==> src/rtl/multicycle_core_param.sv <==
// Parametrised multicycle core: FSM control, 4-entry register file, ALU, PC and flags,
// with a req/ack memory port that tolerates any number of wait states.
module multicycle_core_param #(
    parameter int unsigned DATA_W   = 8,
    parameter int unsigned ADDR_W   = 8,
    parameter int unsigned PC_RESET = 0
) (
    input  logic              clock,
    input  logic              reset,
    output logic              mem_req,
    output logic              mem_we,
    output logic [ADDR_W-1:0] mem_addr,
    output logic [DATA_W-1:0] mem_wdata,
    input  logic [DATA_W-1:0] mem_rdata,
    input  logic              mem_ack,
    input  logic [1:0]        dbg_sel,
    output logic [DATA_W-1:0] dbg_reg,
    output logic [ADDR_W-1:0] pc_out,
    output logic              flag_n,
    output logic              flag_z,
    output logic [2:0]        state,
    output logic              halted
);

    localparam int unsigned RF_N  = 4;
    localparam int unsigned IR_W  = 8;
    localparam int unsigned OFF_W = 4;

    typedef enum logic [2:0] {
        S_FETCH  = 3'd0,
        S_DECODE = 3'd1,
        S_EXEC   = 3'd2,
        S_WB     = 3'd3,
        S_MEM    = 3'd4,
        S_BRANCH = 3'd5,
        S_HALT   = 3'd6
    } state_e;

    state_e              state_q, state_d;
    logic [ADDR_W-1:0]   pc_q, pc_d;
    logic [IR_W-1:0]     ir_q, ir_d;
    logic [DATA_W-1:0]   rf_q [RF_N];
    logic [DATA_W-1:0]   rf_d [RF_N];
    logic [DATA_W-1:0]   a_q, a_d, b_q, b_d, res_q, res_d;
    logic                n_q, n_d, z_q, z_d;
    logic                req_q, req_d, we_q, we_d;
    logic [ADDR_W-1:0]   addr_q, addr_d;
    logic [DATA_W-1:0]   wdata_q, wdata_d;

    logic [3:0]          op;
    logic [1:0]          ra, rb, wb_dst;
    logic                is_load, is_store, is_ori, is_shift, is_alu, is_branch, is_stop;
    logic                ack_ok, taken;
    logic [DATA_W-1:0]   alu_res;
    logic [ADDR_W-1:0]   br_target;

    // Instruction field decode from the latched IR
    assign op        = ir_q[3:0];
    assign ra        = ir_q[7:6];
    assign rb        = ir_q[5:4];
    assign is_load   = (op == 4'b0000);
    assign is_store  = (op == 4'b0010);
    assign is_stop   = (op == 4'b0001);
    assign is_ori    = (ir_q[2:0] == 3'b111);
    assign is_shift  = (op == 4'b0011);
    assign is_alu    = (op == 4'b0100) || (op == 4'b0110) || (op == 4'b1000) || is_ori || is_shift;
    assign is_branch = (op == 4'b0101) || (op == 4'b1001) || (op == 4'b1101);
    assign wb_dst    = is_ori ? 2'd1 : ra;
    assign ack_ok    = req_q && mem_ack;
    assign br_target = pc_q + {{(ADDR_W-OFF_W){ir_q[7]}}, ir_q[7:4]};

    always_comb begin
        alu_res = '0;
        if (is_ori) begin
            alu_res = rf_q[1] | DATA_W'(ir_q[7:3]);
        end else begin
            case (op)
                4'b0100: alu_res = a_q + b_q;
                4'b0110: alu_res = a_q - b_q;
                4'b1000: alu_res = ~(a_q & b_q);
                4'b0011: alu_res = ir_q[5] ? (a_q >> ir_q[4:3]) : (a_q << ir_q[4:3]);
                default: alu_res = '0;
            endcase
        end
    end

    always_comb begin
        taken = 1'b0;
        case (op)
            4'b0101: taken = z_q;
            4'b1001: taken = !z_q;
            4'b1101: taken = !n_q;
            default: taken = 1'b0;
        endcase
    end

    always_ff @(posedge clock) begin
        if (reset) state_q <= S_FETCH;
        else       state_q <= state_d;
    end

    always_comb begin
        state_d = state_q;
        unique case (state_q)
            S_FETCH:  if (ack_ok) state_d = S_DECODE;
            S_DECODE: begin
                if (is_load || is_store) state_d = S_MEM;
                else if (is_alu)         state_d = S_EXEC;
                else if (is_branch)      state_d = S_BRANCH;
                else if (is_stop)        state_d = S_HALT;
                else                     state_d = S_FETCH;
            end
            S_EXEC:   state_d = S_WB;
            S_WB:     state_d = S_FETCH;
            S_MEM:    if (ack_ok) state_d = we_q ? S_FETCH : S_WB;
            S_BRANCH: state_d = S_FETCH;
            S_HALT:   state_d = S_HALT;
            default:  state_d = S_FETCH;
        endcase
    end

    // Datapath and request-port next values; the request for the next state is set up one edge early
    always_comb begin
        pc_d    = pc_q;
        ir_d    = ir_q;
        rf_d    = rf_q;
        a_d     = a_q;
        b_d     = b_q;
        res_d   = res_q;
        n_d     = n_q;
        z_d     = z_q;
        req_d   = req_q;
        we_d    = we_q;
        addr_d  = addr_q;
        wdata_d = wdata_q;
        unique case (state_q)
            S_FETCH: begin
                if (!req_q) begin
                    req_d  = 1'b1;
                    we_d   = 1'b0;
                    addr_d = pc_q;
                end else if (mem_ack) begin
                    ir_d  = mem_rdata[IR_W-1:0];
                    pc_d  = pc_q + ADDR_W'(1);
                    req_d = 1'b0;
                end
            end
            S_DECODE: begin
                a_d = rf_q[ra];
                b_d = rf_q[rb];
                if (is_load || is_store) begin
                    req_d   = 1'b1;
                    we_d    = is_store;
                    addr_d  = ADDR_W'(rf_q[rb]);
                    wdata_d = rf_q[ra];
                end else if (!is_alu && !is_branch && !is_stop) begin
                    req_d  = 1'b1;
                    we_d   = 1'b0;
                    addr_d = pc_q;
                end
            end
            S_EXEC: begin
                res_d = alu_res;
                n_d   = alu_res[DATA_W-1];
                z_d   = (alu_res == '0);
            end
            S_WB: begin
                rf_d[wb_dst] = res_q;
                req_d        = 1'b1;
                we_d         = 1'b0;
                addr_d       = pc_q;
            end
            S_MEM: begin
                if (ack_ok) begin
                    if (we_q) begin
                        req_d  = 1'b1;
                        we_d   = 1'b0;
                        addr_d = pc_q;
                    end else begin
                        res_d = mem_rdata;
                        req_d = 1'b0;
                    end
                end
            end
            S_BRANCH: begin
                if (taken) pc_d = br_target;
                req_d  = 1'b1;
                we_d   = 1'b0;
                addr_d = taken ? br_target : pc_q;
            end
            S_HALT:  req_d = 1'b0;
            default: req_d = 1'b0;
        endcase
    end

    always_ff @(posedge clock) begin
        if (reset) begin
            pc_q    <= ADDR_W'(PC_RESET);
            ir_q    <= '0;
            rf_q    <= '{default: '0};
            a_q     <= '0;
            b_q     <= '0;
            res_q   <= '0;
            n_q     <= 1'b0;
            z_q     <= 1'b0;
            req_q   <= 1'b0;
            we_q    <= 1'b0;
            addr_q  <= ADDR_W'(PC_RESET);
            wdata_q <= '0;
        end else begin
            pc_q    <= pc_d;
            ir_q    <= ir_d;
            rf_q    <= rf_d;
            a_q     <= a_d;
            b_q     <= b_d;
            res_q   <= res_d;
            n_q     <= n_d;
            z_q     <= z_d;
            req_q   <= req_d;
            we_q    <= we_d;
            addr_q  <= addr_d;
            wdata_q <= wdata_d;
        end
    end

    assign mem_req   = req_q;
    assign mem_we    = we_q;
    assign mem_addr  = addr_q;
    assign mem_wdata = wdata_q;
    assign dbg_reg   = rf_q[dbg_sel];
    assign pc_out    = pc_q;
    assign flag_n    = n_q;
    assign flag_z    = z_q;
    assign state     = state_q;
    assign halted    = (state_q == S_HALT);

endmodule
==> config.mk <==
export PLATFORM = sky130hd
export DESIGN_NAME = multicycle_core_param
export DESIGN_NICKNAME = d
export VERILOG_FILES = /design/src/rtl/multicycle_core_param.sv
export SDC_FILE = /design/constraint.sdc
export NUM_CORES = 1
export LEC_CHECK = 0
export CORE_MARGIN = 1.5
export CORE_UTILIZATION = 30
export CTS_CLUSTER_SIZE = 8
export DETAILED_ROUTE_END_ITERATION = 7
export PLACE_DENSITY_LB_ADDON = 0.3
export SYNTH_ARGS = -nofsm -noshare
export SYNTH_HDL_FRONTEND = slang
export SYNTH_SLANG_ARGS = --single-unit
==> constraint.sdc <==
create_clock -name clock -period 4.05 [get_ports clock]
set_clock_uncertainty 0.15 [all_clocks]
set_input_delay 0.81 -clock clock [delete_from_list [all_inputs] [get_ports clock]]
set_output_delay 0.81 -clock clock [all_outputs]
set_load 0.05 [all_outputs]
==> metrics, run 1 <==
status=finished, final reports clean; crit-path max FO=14; post-synth top area cell=dfxtp_1; Die H=144 um; EDFF count, synth=0; post-cts sizing count=0; largest net degree at the start of global routing=52; Die W=144 um; Area Growth Syn to Fin=16.4%; Reg2Reg Launch Point=ir_q[2]$_SDFFE_PP0P_; Worst VDD drop=0.000206 V; vias=5,205; first-pass GRT wire length=roughly 29,000 um; CTS tree=done; cell area after synthesis=approximately 6000 um2; Initial Util=30.6%; crit path from=ir_q[2]$_SDFFE_PP0P_; DP HPWL=between 10,000 and 15,000 um; Worst Min Path Start=mem_wdata[3]$_SDFFE_PP0P_; Lkg Pwr=between 0.002 and 0.0025 uW; Relative slew margins=a little over a third; HP Class=reg -> reg; layout cells sized above 1=11.2%; Yosys reg bits=95; final hold vios=0; Netlist cell types=65; Post-Syn Nets=just over 700; I/O pin count=53; GRT Util Overall=18.1%; Fmax=286 MHz; Post-route DRC=0; Max Cap Viol=0; syn avg cell area=roughly 8.6 um2; WP data arrival=between 3 and 4 ns; Initial DRT Pass Iterations=8; Final nets=752; CTS max path bufs=2; root buf cell=clkbuf_16; vias in the first global route=4,895; H-tree level count=3; Num CTS Buffers=9; die area=between 20,000 and 25,000 um2; Total Wirelength=18,100 um; Setup Fix Bufs, Post-CTS=0; Final period util=between 80 and 90%; row count=51; Worst-Margin Slew=0.962 ns; Post-Syn Instances=693; WL per Instance=roughly 18 um; final setup fails=0; Ys Warns=0; clock sinks=95; Worst Slack Setup Final=between 0.5 and 0.6 ns; sequential area share after synthesis=a little under a third; WP buf/inv=0; Crit Path Category=reg -> reg; Main synth FF type=dfxtp_1; Core Region=~19,000 um2; CTS clk-pin slew, worst paths=0.07 ns; total grt overflow=0; worst path cell trace=nor2b_1, nor2b_1, nand2_1, o31ai_1, xor2_1, ha_1, a21o_1, a2111oi_0, a21oi_1, xnor2_1, o21ai_0, o211ai_1, a21oi_1; Pins Over Slew Limit=0; GP Congestion=0.869; initial antenna violation count=0; Final TNS setup=0 ns; Post-synth ARST share=0%; overall power=around 2600 uW; hold slack final=roughly 0.31 ns; top cells by area, synth=dfxtp_1 32%, mux2i_1 10%, mux4_2 9.4%; Port Buffers=52; Critical Path RT=4.19 ns; Antenna Violating Nets Remaining=0; Critical Path End Type=flop; DRT iter0 DRCs=580; CP max stage cell=dfxtp_1; clk_lat worst skew=0.36 ns; CP max stage delay=0.56 ns; top cell type's share of synthesized area=a little under a third; crit path launch type=flop; min Tclk post-route=3.50 ns; Place WS=0.588 ns; Crit path max-delay family=compound AO/OA/AOI/OAI gates; DR vias/cell=5.26; ant diodes=0; RSZ-0062 raised after global routing=false; Power Density=369 nW/um2; hold buffers post-CTS=0
-- placed cells by master (no fill, tap or decap), types with 10 or more instances in the layout --
| master | n |
|---|---|
| nor2_1 | 91 |
| buf_4 | 16 |
| inv_1 | 15 |
| o21ai_0 | 20 |
| mux2i_1 | 60 |
| a21oi_1 | 62 |
| xnor2_1 | 10 |
| nand2b_1 | 10 |
| xor2_1 | 10 |
| clkdlybuf4s50_1 | 43 |
| dfxtp_1 | 95 |
| nor3_1 | 14 |
| mux4_2 | 25 |
| nand2_1 | 92 |
| ha_1 | 17 |
| nand3_1 | 12 |
-- routing by layer --
| metal | global-route usage [%] | share of wire (%) | vias to the layer above |
|---|---|---|---|
| met5 | 0 | 0 | - |
| met4 | 6.12 | 2.1 | 0 |
| met3 | 2.25 | 5.0 | 16 |
| met2 | 28.6 | 46 | 138 |
| met1 | 25.3 | 47 | 2486 |
| li1 | - | - | 2565 |
-- state kept, by name, indices dropped and copies added, names as in the netlist --
| register | count |
|---|---|
| b_q | 8 |
| state | 3 |
| a_q | 8 |
| flag_n | 1 |
| pc_out | 8 |
| res_q | 8 |
| flag_z | 1 |
| mem_addr | 8 |
| rf_q | 32 |
| mem_req | 1 |
| mem_we | 1 |
| ir_q | 8 |
| mem_wdata | 8 |
-- Yosys cell counts, types with 3 or more instances --
library cell   n
a211o_1        3
a211oi_1       8
a21o_1         4
a21oi_1       62
a21oi_2        3
a221oi_1       3
a22oi_1        4
a311oi_1       4
a31oi_1        3
and3_1         6
buf_2         12
buf_4          5
buf_6          3
clkbuf_1      22
dfxtp_1       95
ha_1          17
inv_1         15
mux2_2         4
mux2i_1       60
mux4_2        25
nand2_1       92
nand2b_1      10
nand3_1       12
nand4_1        3
nor2_1        91
nor2_2         3
nor2b_1        5
nor3_1        14
o211ai_1       7
o21ai_0       20
o221ai_1       3
o22ai_1        6
o32ai_1        5
or2_2          3
or3_1          3
xnor2_1       10
xor2_1        10
-- layout make-up --
cell class	instances	area (um2)
Tap cell	265	332
Fill cell	2014	12500
Timing Repair Buffer	59	551
Clock buffer	9	225
Inverter	17	63.8
Clock inverter	7	83.8
Sequential cell	95	1900
Multi-Input combinational cell	538	3790
-- report_power, final --
group / internal, uW / switching, uW
combinational: 208 / 397
clock: 494 / 413
sequential: 975 / 75.3
total: 1680 / 885
-- through the flow --
stage	cells	area, um2	utilization (%)
floorplan	693	5960	-
global placement	974	6630	34.1
detailed placement	974	6630	34.1
CTS	990	6940	35.7
global route	990	6940	35.7
finish	990	6940	35.7
-- worst reg2reg max path: cells and delay by family, from the launching register on --
family | cells | cell delay (ns)
xor gates and xnor gates | 2 | 0.31
DFF | 1 | 0.56
and+or+nand+nor | 3 | 0.66
adders and majority gates | 1 | 0.29
AOI/OAI and AO/OA | 7 | 1.45
-- cell families (layout without fill, tap and decap cells) --
logic type | after synthesis | count (layout) | share of synthesized area, %
buf+inv | 60 | 92 | 4.72
flops | 95 | 95 | 31.9
xor+xnor | 20 | 20 | 2.94
simple gates | 257 | 257 | 19.6
mux | 89 | 89 | 20.3
fa+ha+maj | 19 | 19 | 4.24
compound gates | 153 | 153 | 16.3
-- final timing paths --
check                                            endpoint  slack, ns  depth (start not counted)
worst max-delay path                res_q[7]$_SDFFE_PP0P_       0.55                         13
worst min-delay path            mem_wdata[3]$_SDFFE_PP0P_       0.31                          2
worst max register to register      res_q[7]$_SDFFE_PP0P_       0.55                         13
worst min register to register  mem_wdata[3]$_SDFFE_PP0P_       0.31                          2
No activity file was read; power rests on OpenSTA's default activity.
==> run 2: changes to the inputs <==
--- a/config.mk
+++ b/config.mk
@@ -9,7 +9,7 @@
 export CORE_UTILIZATION = 30
 export CTS_CLUSTER_SIZE = 8
 export DETAILED_ROUTE_END_ITERATION = 7
-export PLACE_DENSITY_LB_ADDON = 0.3
+export PLACE_DENSITY = 0.45
 export SYNTH_ARGS = -nofsm -noshare
 export SYNTH_HDL_FRONTEND = slang
 export SYNTH_SLANG_ARGS = --single-unit
==> run 2 against run 1 <==
Compared with the run above: sequential power hardly changed; cell count up 0.30%; non-clock buffer count is 3 higher; sequential cell count did not move; register-to-register slack worse by 0.05 ns; highest routed layer unchanged.
==> metrics, run 2 (synthesis results as in run 1) <==
P_sw=between 900 and 1000 uW; total grt overflow=0; Initial DRT Pass Iterations=4; crit-path max FO=14; hold buffers post-CTS=0; Total Wirelength=19,800 um; crit path launch type=flop; Final TNS setup=0 ns; Critical Path End Type=flop; final hold vios=0; Worst Slack Setup Final=0.506 ns; Die W=144 um; clock share of power=36.7%; worst path cell trace=nor2b_1, nor2b_1, nand2_1, o31ai_1, xor2_1, ha_1, a21o_1, a2111oi_0, a21oi_1, xnor2_1, o21ai_0, o211ai_1, a21oi_1; Max Cap Viol=0; Largest register FFs=32; DRT iter0 DRCs=363; row count=51; Relative slew margins=between 30 and 40%; CTS tree=done; CTS clk-pin slew, worst paths=roughly 0.070 ns; root buf cell=clkbuf_16; H-tree level count=3; Register Area=1900 um2; largest net degree at the start of global routing=38; Placed Instances=977; most common cell after layout, fill and taps aside=dfxtp_1; ant diodes=0; RSZ-0062 raised after global routing=false; Switching Fraction=between 30% and 40%; CTS max path bufs=2; DR vias/cell=5.36; post-cts sizing count=0; WP data arrival=3.67 ns; Port Buffers=52; WL per Instance=20.0 um; sequential fraction of design power=39.8%; Int Power=1740 uW; fill cell count=2,011; Worst-Margin Slew=0.961 ns; Crit path max-delay family=compound AO/OA/AOI/OAI gates; combinational share of power=23.5%; status=finished, final reports clean; clk_lat worst skew=0.35 ns; clock sinks=95; Crit Path Category=reg -> reg; Finished Layout Cells=993; area of the multi-input gates=3790 um2; Power Density=approximately 380 nW/um2; most frequent cells in the layout=95 x dfxtp_1, 92 x nand2_1, 91 x nor2_1; layout cells sized above 1=between 10% and 20%; I/O pin count=53; DP HPWL=14,900 um; HP Class=reg -> reg; Core Region=19,500 um2; final setup fails=0; GRT Util Overall=19.8%; Num CTS Buffers=9; Pins Over Slew Limit=0; CP max stage delay=0.57 ns; Initial Util=30.6%; Antenna Violating Nets Remaining=0; vias=5,326; first-pass GRT wire length=roughly 31,000 um; Lkg Pwr=0.00246 uW; vias in the first global route=5,157; die area=20,700 um2; Final nets=755; Worst VDD drop=0.000194 V; largest register by flop count=rf_q; Area Growth Syn to Fin=17.1%; Critical Path RT=4.18 ns; Place WS=~0.54 ns; Die H=144 um; min Tclk post-route=3.54 ns; CP max stage cell=dfxtp_1; GP Congestion=0.840; Fmax=282 MHz; Post-route DRC=0; WP buf/inv=0; Setup Fix Bufs, Post-CTS=0; Final period util=87.5%; initial antenna violation count=0
run 2: changes by cell type in the layout (fill, tap and decap cells not counted), sizes merged:
cell / previous run / this run
buf: 16 / 19
clkinvlp: 0 / 2
inv: 22 / 20
bufinv: 1 / 2
clkinv: 1 / 0
run 2: final timing paths:
| kind | start | to | slack [ns] | depth (start not counted) |
|---|---|---|---|---|
| max | ir_q[2]$_SDFFE_PP0P_ | res_q[7]$_SDFFE_PP0P_ | 0.51 | 13 |
| min | mem_wdata[1]$_SDFFE_PP0P_ | mem_wdata[1]$_SDFFE_PP0P_ | 0.31 | 2 |
| max reg2reg | ir_q[2]$_SDFFE_PP0P_ | res_q[7]$_SDFFE_PP0P_ | 0.51 | 13 |
| min reg2reg | mem_wdata[1]$_SDFFE_PP0P_ | mem_wdata[1]$_SDFFE_PP0P_ | 0.31 | 2 |
run 2: metal layers:
metal,vias up,GRT usage [%],routed length [um]
met2,142,29.4,8650
li1,2570,-,-
met1,2581,28.9,9620
met5,-,0,0
met3,33,2.85,1090
met4,0,7.36,461
run 2: area by class of cell:
class,instances,share of cell area (%)
Multi-Input combinational cell,538,54.2
Sequential cell,95,27.2
Tap cell,265,4.75
Clock buffer,9,3.23
Clock inverter,7,1.49
Inverter,17,0.914
Timing Repair Buffer,62,8.17
run 2: power groups by stage:
stage / Combinational [uW] / Clock, uW / Sequential [uW]
after floorplan: 371 / 0 / 1130
after global placement: 622 / 0 / 1080
after CTS: 626 / 1000 / 1060
after global routing: 674 / 1040 / 1070
after detailed placement: 624 / 0 / 1080
final: 624 / 976 / 1060
run 2: through the flow:
stage                     total power (uW)  instance area [um2]  hold slack (ns)  utilization (%)
after global routing                  2780                 6980            0.340             35.9
after CTS                             2680                 6980            0.316             35.9
after floorplan                       1500                 5960            0.311                -
final                                 2660                 6980            0.307             35.9
after global placement                1700                 6650            0.299             34.2
after detailed placement              1700                 6650            0.305             34.2
run 2: worst reg2reg max path, cell delays in order, from the launching register on:
cell,delay (ns)
dfxtp_1,0.57
nor2b_1,0.27
nor2b_1,0.25
nand2_1,0.14
o31ai_1,0.13
xor2_1,0.18
ha_1,0.29
a21o_1,0.19
a2111oi_0,0.39
a21oi_1,0.15
xnor2_1,0.14
o21ai_0,0.31
o211ai_1,0.13
a21oi_1,0.18
